## config.mk

```make
export PLATFORM = sky130hd
export DESIGN_NAME = row_strobe_sequencer_flat
export DESIGN_NICKNAME = d
export VERILOG_FILES = /design/src/rtl/nn_ctrl_pkg.sv /design/src/rtl/row_strobe_sequencer_if.sv /design/src/rtl/seq_index_counter.sv /design/src/rtl/row_strobe_sequencer.sv /design/src/flat_wrapper.sv
export SDC_FILE = /design/constraint.sdc
export NUM_CORES = 1
export LEC_CHECK = 0
export CAP_MARGIN = 10
export CELL_PAD_IN_SITES_DETAIL_PLACEMENT = 1
export CELL_PAD_IN_SITES_GLOBAL_PLACEMENT = 2
export CORE_MARGIN = 4
export CORE_UTILIZATION = 31
export CTS_CLUSTER_DIAMETER = 120
export DETAILED_ROUTE_END_ITERATION = 16
export PLACE_DENSITY_LB_ADDON = 0.05
export SYNTH_ARGS = -nofsm -noshare
export SYNTH_HDL_FRONTEND = slang
export SYNTH_SLANG_ARGS = --single-unit
```

## constraint.sdc

```tcl
create_clock -name clock -period 4.3 [get_ports clock]
set_input_delay 1.075 -clock clock [delete_from_list [all_inputs] [get_ports clock]]
set_output_delay 1.075 -clock clock [all_outputs]
set_load 0.1 [all_outputs]
```

## src/rtl/nn_ctrl_pkg.sv

```systemverilog
// Shared constants and types for the layer/row control path.
// State codes stay plain localparams so legacy tools and waveform viewers agree.
package nn_ctrl_pkg;

    localparam logic [2:0] ST_IDLE   = 3'd0;
    localparam logic [2:0] ST_CLR    = 3'd1;
    localparam logic [2:0] ST_ROW_A  = 3'd2;
    localparam logic [2:0] ST_ROW_B  = 3'd3;
    localparam logic [2:0] ST_REWIND = 3'd4;
    localparam logic [2:0] ST_DONE   = 3'd5;

    localparam int ROWS_PER_GROUP = 2;

    localparam logic [3:0] QUAD0_BASE = 4'd0;
    localparam logic [3:0] QUAD1_BASE = 4'd6;

    // One cycle's worth of row-counter strobes, computed together and registered together.
    typedef struct packed {
        logic clear;
        logic new_row;
        logic new_vector;
        logic new_quadrant_row;
    } strobe_t;

    function automatic logic [3:0] quad_base(input logic msb);
        return msb ? QUAD1_BASE : QUAD0_BASE;
    endfunction

endpackage

```

## src/rtl/row_strobe_sequencer_if.sv

```systemverilog
// Handshake and strobe bundle between layer control, the MAC datapath and the row counter.
// The sequencer uses the slave view; whoever drives start/row_done/abort uses master.
interface row_strobe_sequencer_if;

    logic       start;
    logic       quad_sel;
    logic       row_done;
    logic       abort;

    logic       en;
    logic       clear;
    logic       new_row;
    logic       new_vector;
    logic       new_quadrant_row;
    logic       quadrant_msb;
    logic       busy;
    logic       layer_done;
    logic [1:0] group_index;
    logic [3:0] vector_index;

    modport master (
        output start, quad_sel, row_done, abort,
        input  en, clear, new_row, new_vector, new_quadrant_row,
               quadrant_msb, busy, layer_done, group_index, vector_index
    );

    modport slave (
        input  start, quad_sel, row_done, abort,
        output en, clear, new_row, new_vector, new_quadrant_row,
               quadrant_msb, busy, layer_done, group_index, vector_index
    );

endinterface

```

## src/rtl/seq_index_counter.sv

```systemverilog
// Group and vector position within one quadrant layer, with terminal-count flags
// the sequencer uses to decide between rewinding and moving to the next group.
module seq_index_counter #(
    parameter int NUM_VECTORS     = 4,
    parameter int GROUPS_PER_QUAD = 3
) (
    input  logic       clock,
    input  logic       reset_n,
    input  logic       zero,
    input  logic       vec_inc,
    input  logic       vec_wrap,
    input  logic       grp_inc,
    output logic [1:0] group_index,
    output logic [3:0] vector_index,
    output logic       vec_last,
    output logic       grp_last
);

    localparam logic [3:0] VEC_MAX = 4'(NUM_VECTORS - 1);
    localparam logic [1:0] GRP_MAX = 2'(GROUPS_PER_QUAD - 1);

    // NOTE: state registers use non-blocking assignment so every flop samples pre-edge values.
    always_ff @(posedge clock or negedge reset_n) begin
        if (!reset_n) begin
            group_index  <= '0;
            vector_index <= '0;
        end else if (zero) begin
            group_index  <= '0;
            vector_index <= '0;
        end else begin
            if (vec_wrap) begin
                vector_index <= '0;
            end else if (vec_inc) begin
                vector_index <= vector_index + 4'd1;
            end
            if (grp_inc) begin
                group_index <= group_index + 2'd1;
            end
        end
    end

    assign vec_last = (vector_index == VEC_MAX);
    assign grp_last = (group_index == GRP_MAX);

endmodule

```

## src/rtl/row_strobe_sequencer.sv

```systemverilog
// Walks one quadrant layer as row groups, replaying each group once per input vector,
// and drives the row counter's strobes. Every output is registered.
module row_strobe_sequencer
    import nn_ctrl_pkg::*;
#(
    parameter int NUM_VECTORS     = 4,
    parameter int GROUPS_PER_QUAD = 3
) (
    input  logic                   clock,
    input  logic                   reset_n,
    row_strobe_sequencer_if.slave  bus
);

    logic [2:0] state;
    logic [2:0] state_nxt;
    strobe_t    strobe_nxt;
    logic       layer_done_nxt;
    logic       quad_load;
    logic       idx_zero;
    logic       vec_inc;
    logic       vec_wrap;
    logic       grp_inc;
    logic       vec_last;
    logic       grp_last;

    seq_index_counter #(
        .NUM_VECTORS     (NUM_VECTORS),
        .GROUPS_PER_QUAD (GROUPS_PER_QUAD)
    ) u_index (
        .clock        (clock),
        .reset_n      (reset_n),
        .zero         (idx_zero),
        .vec_inc      (vec_inc),
        .vec_wrap     (vec_wrap),
        .grp_inc      (grp_inc),
        .group_index  (bus.group_index),
        .vector_index (bus.vector_index),
        .vec_last     (vec_last),
        .grp_last     (grp_last)
    );

    always_comb begin
        // NOTE: every output of this block gets a default first so no path can infer a latch.
        state_nxt      = state;
        strobe_nxt     = '0;
        layer_done_nxt = 1'b0;
        quad_load      = 1'b0;
        idx_zero       = 1'b0;
        vec_inc        = 1'b0;
        vec_wrap       = 1'b0;
        grp_inc        = 1'b0;

        if (bus.abort && state != ST_IDLE) begin
            state_nxt        = ST_IDLE;
            strobe_nxt.clear = 1'b1;
            idx_zero         = 1'b1;
        end else begin
            case (state)
                ST_IDLE: begin
                    if (bus.start && !bus.abort) begin
                        state_nxt        = ST_CLR;
                        strobe_nxt.clear = 1'b1;
                        quad_load        = 1'b1;
                        idx_zero         = 1'b1;
                    end
                end
                ST_CLR: begin
                    state_nxt = ST_ROW_A;
                end
                ST_ROW_A: begin
                    if (bus.row_done) begin
                        strobe_nxt.new_row = 1'b1;
                        state_nxt          = ST_ROW_B;
                    end
                end
                ST_ROW_B: begin
                    if (bus.row_done) begin
                        if (!vec_last) begin
                            strobe_nxt.new_row = 1'b1;
                            state_nxt          = ST_REWIND;
                        end else begin
                            // Group finished: the counter steps past it instead of rewinding.
                            strobe_nxt.new_vector       = 1'b1;
                            strobe_nxt.new_quadrant_row = 1'b1;
                            vec_wrap                    = 1'b1;
                            if (grp_last) begin
                                state_nxt = ST_DONE;
                            end else begin
                                grp_inc   = 1'b1;
                                state_nxt = ST_ROW_A;
                            end
                        end
                    end
                end
                ST_REWIND: begin
                    strobe_nxt.new_vector = 1'b1;
                    vec_inc               = 1'b1;
                    state_nxt             = ST_ROW_A;
                end
                ST_DONE: begin
                    layer_done_nxt = 1'b1;
                    state_nxt      = ST_IDLE;
                end
                default: begin
                    state_nxt = ST_IDLE;
                end
            endcase
        end
    end

    always_ff @(posedge clock or negedge reset_n) begin
        if (!reset_n) begin
            state                <= ST_IDLE;
            bus.en               <= 1'b0;
            bus.busy             <= 1'b0;
            bus.clear            <= 1'b0;
            bus.new_row          <= 1'b0;
            bus.new_vector       <= 1'b0;
            bus.new_quadrant_row <= 1'b0;
            bus.layer_done       <= 1'b0;
            bus.quadrant_msb     <= 1'b0;
        end else begin
            state                <= state_nxt;
            bus.en               <= (state_nxt != ST_IDLE);
            bus.busy             <= (state_nxt != ST_IDLE);
            bus.clear            <= strobe_nxt.clear;
            bus.new_row          <= strobe_nxt.new_row;
            bus.new_vector       <= strobe_nxt.new_vector;
            bus.new_quadrant_row <= strobe_nxt.new_quadrant_row;
            bus.layer_done       <= layer_done_nxt;
            if (quad_load) begin
                bus.quadrant_msb <= bus.quad_sel;
            end
        end
    end

endmodule

```

## src/flat_wrapper.sv

```systemverilog
// flat-port wrapper written by rule: the top's interface ports become plain ports
module row_strobe_sequencer_flat import nn_ctrl_pkg::*;
#(
    parameter int NUM_VECTORS     = 4,
    parameter int GROUPS_PER_QUAD = 3
)
  (clock, reset_n, bus_start, bus_quad_sel, bus_row_done, bus_abort, bus_en, bus_clear, bus_new_row, bus_new_vector, bus_new_quadrant_row, bus_quadrant_msb, bus_busy, bus_layer_done, bus_group_index, bus_vector_index);
  row_strobe_sequencer_if bus_i ();
  input  logic clock;
  input  logic reset_n;
  input wire logic [$bits(bus_i.start)-1:0] bus_start;
  input wire logic [$bits(bus_i.quad_sel)-1:0] bus_quad_sel;
  input wire logic [$bits(bus_i.row_done)-1:0] bus_row_done;
  input wire logic [$bits(bus_i.abort)-1:0] bus_abort;
  output wire logic [$bits(bus_i.en)-1:0] bus_en;
  output wire logic [$bits(bus_i.clear)-1:0] bus_clear;
  output wire logic [$bits(bus_i.new_row)-1:0] bus_new_row;
  output wire logic [$bits(bus_i.new_vector)-1:0] bus_new_vector;
  output wire logic [$bits(bus_i.new_quadrant_row)-1:0] bus_new_quadrant_row;
  output wire logic [$bits(bus_i.quadrant_msb)-1:0] bus_quadrant_msb;
  output wire logic [$bits(bus_i.busy)-1:0] bus_busy;
  output wire logic [$bits(bus_i.layer_done)-1:0] bus_layer_done;
  output wire logic [$bits(bus_i.group_index)-1:0] bus_group_index;
  output wire logic [$bits(bus_i.vector_index)-1:0] bus_vector_index;
  assign bus_i.start = bus_start;
  assign bus_i.quad_sel = bus_quad_sel;
  assign bus_i.row_done = bus_row_done;
  assign bus_i.abort = bus_abort;
  assign bus_en = bus_i.en;
  assign bus_clear = bus_i.clear;
  assign bus_new_row = bus_i.new_row;
  assign bus_new_vector = bus_i.new_vector;
  assign bus_new_quadrant_row = bus_i.new_quadrant_row;
  assign bus_quadrant_msb = bus_i.quadrant_msb;
  assign bus_busy = bus_i.busy;
  assign bus_layer_done = bus_i.layer_done;
  assign bus_group_index = bus_i.group_index;
  assign bus_vector_index = bus_i.vector_index;
  row_strobe_sequencer #(.NUM_VECTORS(NUM_VECTORS), .GROUPS_PER_QUAD(GROUPS_PER_QUAD)) u_core (.clock(clock), .reset_n(reset_n), .bus(bus_i));
endmodule
```

[Yosys cells after proc, flatten, opt, wreduce, memory -nomap -nowiden]
Index checks and enable logic that the tools add are counted.
Word-level totals
  output and inout port bits: 14
  bits of input ports: 6
  word-level logic and storage cells: 65
  flip-flop bits (word level): 16
Operators by class
  reduce and logical (&&, ||, !) cells: 9
  equality and inequality tests: 7
  $add $sub $neg: 2
  muxes and demuxes: 37
Operators by type and width (count)
  3-bit two-way mux: 8
  1-bit two-way mux: 20
  4-bit two-way mux: 3
  3-bit case mux with 4 select lines: 1
  3-bit nonzero test: 3
  3-bit by 2-bit equality test with 1-bit output (second input constant): 2
  3-bit equality test (second input constant): 2
  2-bit two-way mux: 3
  4-bit by 1-bit adder with 4-bit output (second input constant): 1
  4-bit by 2-bit equality test with 1-bit output (second input constant): 1
  1-bit case mux with 2 select lines: 2
  3-bit by 1-bit equality test with 1-bit output (second input constant): 1
  3-bit logical NOT: 1
  2-bit by 1-bit adder with 2-bit output (second input constant): 1
  2-bit equality test (second input constant): 1
  1-bit logical AND: 2
  2-bit nonzero test: 1
  2-bit OR reduction: 1
  1-bit logical NOT: 1

[Logic depth before layout (Yosys ltp)]
  word-level depth: 8
  gate-level depth with buffers: 5
  gate-level depth less buffers: 5

[Hierarchy]
From an unflattened synthesis, not the netlist that was laid out.
Second synthesis, totals
  cell total of the unflattened synthesis: 70
  area total of the unflattened synthesis: 757.0 µm²
Modules (own cells, without submodules)
  row_strobe_sequencer: cells an instance 43, sequential area each 250.2 µm², times used 1, area an instance 455.4 µm²
  seq_index_counter: cells an instance 27, sequential area each 150.1 µm², times used 1, area an instance 301.5 µm²

[Worst setup path before layout]
OpenSTA, ideal clock, no wires.
  kind: register -> output
  start point: register u_core.bus.en
  end point: output bus_en
  data required time: 3.225 ns
  arrival: 1.324 ns
  path slack: 1.901 ns
  stages on the path, launching flop included: 2
  cells stage by stage: dfrtp_1 -> buf_4
RTL lines
  start, declared: RTL line row_strobe_sequencer_if.sv:29  | output en, clear, new_row, new_vector, new_quadrant_row,
  start signal, assigned: RTL line row_strobe_sequencer.sv:124  | bus.en <= (state_nxt != ST_IDLE);
  end, declared: RTL line flat_wrapper.sv:15  | output wire logic [$bits(bus_i.en)-1:0] bus_en;
No word-level cell between the ends.

[Worst setup path after layout]
  start point: register u_core.u_index.vector_index[2]
  end point: output bus_vector_index[2]
RTL lines
  start, declared: RTL line seq_index_counter.sv:14  | output logic [3:0] vector_index,
  start signal, assigned: RTL line seq_index_counter.sv:34  | vector_index <= vector_index + 4'd1;
  end, declared: RTL line flat_wrapper.sv:24  | output wire logic [$bits(bus_i.vector_index)-1:0] bus_vector_index;
No word-level cell between the ends.

==> flow_metrics.tcl <==
set metrics [dict create \
    cp-end-kind "primary output" \
    globalplace.congestion 0.7041 \
    irDropWorstVdd_mv 0.2396 \
    nets 98 \
    synth-main-ff-cell "dfrtp_1" \
    cts_buffer_depth 2 \
    antennaDiodeCount 0 \
    die_h_um 58.11 \
    crit_family "buffers and inverters" \
    ys_ff_latch 16 \
    cts.repair.resized 0 \
    grt_usage 0.1142 \
    placed_area_sq_um 975.9 \
    dp_hpwl_mm 1.204 \
    area_delta_synth_final_pct 30.06 \
    fillers 255 \
    multi_input_area_sq_um 339.1 \
    path_buf_inv 1 \
    dr.first_iter.drc_count 6 \
    ys_types 36 \
    post-route-util 0.4406 \
    syn_avg_cell_area_sq_um 10.81 \
    post-place-ws_ps 1294 \
    numCtsBuffers 3 \
    fin_ws_ps 1325 \
    cts.htree.levels 1 \
    max_cap_violations 0 \
    setup-tns-final_ps 0 \
    cts_setup_buffers 0 \
    start_util 0.3388 \
    viasPerCell 5.154 \
    clk_pin_slew_ps 90 \
    fin_crit_ps 2975 \
    hold_viol 0 \
    grt_start_max_net_pins 17 \
    critPathMaxStageDelay_ps 1170 \
    syn-cell-area_sq_um 778.2 \
    finalClockSkew_ps 0.8121 \
    tightest_slew_ps 968.7 \
    die-width_um 58.11 \
    critical_path_class "flip-flop to primary output" \
    antenna_found_initial 0 \
    drv_slew 0 \
    coreArea_sq_um 2297 \
    setup_violations 0 \
    synthArstFlopShare 1.000 \
    antenna_left 0 \
    cts_sinks 16 \
    hold_buffers 0 \
    die_area_sq_um 3376 \
    tritoncts "built" \
    finalNonFillerCells 117 \
    grt_pass1_wl_mm 2.925 \
    power.leakage_nw 0.4427 \
    path_cells "clkdlybuf4s50_1" \
    first_pass_iters 3 \
    setup.worst_path.start_class "flip-flop" \
    port_buffers 19 \
    synth_edf_count 0 \
    drive_gt1_frac 0.07865 \
    fmax_mhz 336.1 \
    synthCells 72 \
    layout_common_cells "19 x clkdlybuf4s50_1, 16 x dfrtp_1, 4 x nor3_1" \
    first_global_vias 623 \
    relSlewSlack 0.3522 \
    final_area_sq_um 1012 \
    io_pins 20 \
    clkLatencyLatePin_ps 280 \
    avgRoutedWirePerCell_um 14.20 \
    powerDensity_nw_per_um2 349.7 \
    finalPower_uw 354.0 \
    ys.warnings.count 0 \
    fin_crit_sh 0.6918 \
    placed_cells_incl_taps 113 \
    status "complete, no violations" \
    final_common_cell "clkdlybuf4s50_1" \
    hp-class "flip-flop to flip-flop" \
    synth_seq_area_share 0.5145 \
    num_rows 17 \
    crit_arrival_ps 1900 \
    seqCellArea_sq_um 400.4 \
    grt_setup_unrepaired "no" \
    cts-root-buf "clkbuf_4" \
    drcViolationCount 0 \
    worstPathMaxFanout 6 \
    finalWirelength_mm 1.661 \
    whs_ps 510.2 \
    required_ps 3220 \
    overflow 0 \
    critPathSlowestCell "clkdlybuf4s50_1" \
    synth_fp_nets 80 \
    vias 603 \
]
kinds of logic (layout without fill, tap and decap cells):
logic type,count (synthesis),in the layout,share of synthesized area
AO/OA/AOI/OAI,14,14,0.1334
XOR/XNOR,1,1,0.01126
adder cells (fa/ha/maj),2,2,0.03215
buffers and inverters,9,26,0.04983
flip-flops,16,16,0.5145
multiplexers,4,4,0.05306
AND/OR/NAND/NOR,26,26,0.2058
cell usage after synthesis, types with 2 or more instances:
cell | n | area (sq um)
clkbuf_1 | 4 | 15.01
dfrtp_1 | 16 | 400.4
ha_1 | 2 | 25.02
inv_1 | 3 | 11.26
mux2i_1 | 3 | 30.03
nand2_1 | 3 | 11.26
nand2b_1 | 2 | 12.51
nand3_1 | 2 | 10.01
nor2_1 | 3 | 11.26
nor3_1 | 4 | 20.02
o211ai_1 | 2 | 15.01
o21ai_0 | 3 | 15.01
or3_1 | 2 | 12.51
power by group:
part	total, mW	switching [mW]	internal [mW]
clock	0.0963	0.0448	0.0515
combinational	0.0899	0.0665	0.0234
sequential	0.168	0.00975	0.158
registers in the layout, indices dropped and copies added, names as in the netlist:
register and flops:
u_core.bus.en 1, u_core.bus.clear 1, u_core.bus.quadrant_msb 1, u_core.bus.new_row 1
u_core.u_index.vector_index 4, u_core.bus.new_vector 1, u_core.bus.new_quadrant_row 1, u_core.u_index.group_index 2
u_core.state 3, u_core.bus.layer_done 1
layout make-up:
type | count | area share
multi-input cells | 47 | 0.3350
well taps | 28 | 0.03461
flip-flops and latches | 16 | 0.3956
inverters | 3 | 0.01112
repair buffers | 19 | 0.1879
clock buffers | 4 | 0.03585
layer usage:
layer	wire length (um)	vias up	part of all wire	global-route usage
met5	0	-	0	0
met1	849	292	0.51	0.1566
met4	14	0	0.0084	0.05960
met3	72	2	0.043	0.02895
met2	724	10	0.44	0.1645
li1	-	299	-	-
final timing paths:
| path | startpoint | to | slack [ps] | cells after the start |
|---|---|---|---|---|
| worst max-delay path | u_core.u_index.vector_index[2] | bus_vector_index[2] | 1330 | 1 |
| worst max register to register | u_core.state[0] | u_core.u_index.vector_index[3] | 2320 | 3 |
| worst min-delay path | u_core.u_index.group_index[0] | u_core.u_index.group_index[0] | 510 | 1 |
| worst min register to register | u_core.u_index.group_index[0] | u_core.u_index.group_index[0] | 510 | 1 |
| min in group asynchronous | reset_n | u_core.bus.new_quadrant_row | 1220 | 1 |
| max in group asynchronous | reset_n | u_core.u_index.group_index[0] | 2630 | 1 |
worst reg2reg max path: stages, from the launching register on:
cell	delay [ps]
dfrtp_1	530
or4b_1	740
or3_1	420
a211oi_2	220
Note: power is estimated with default switching activity, not from simulation.
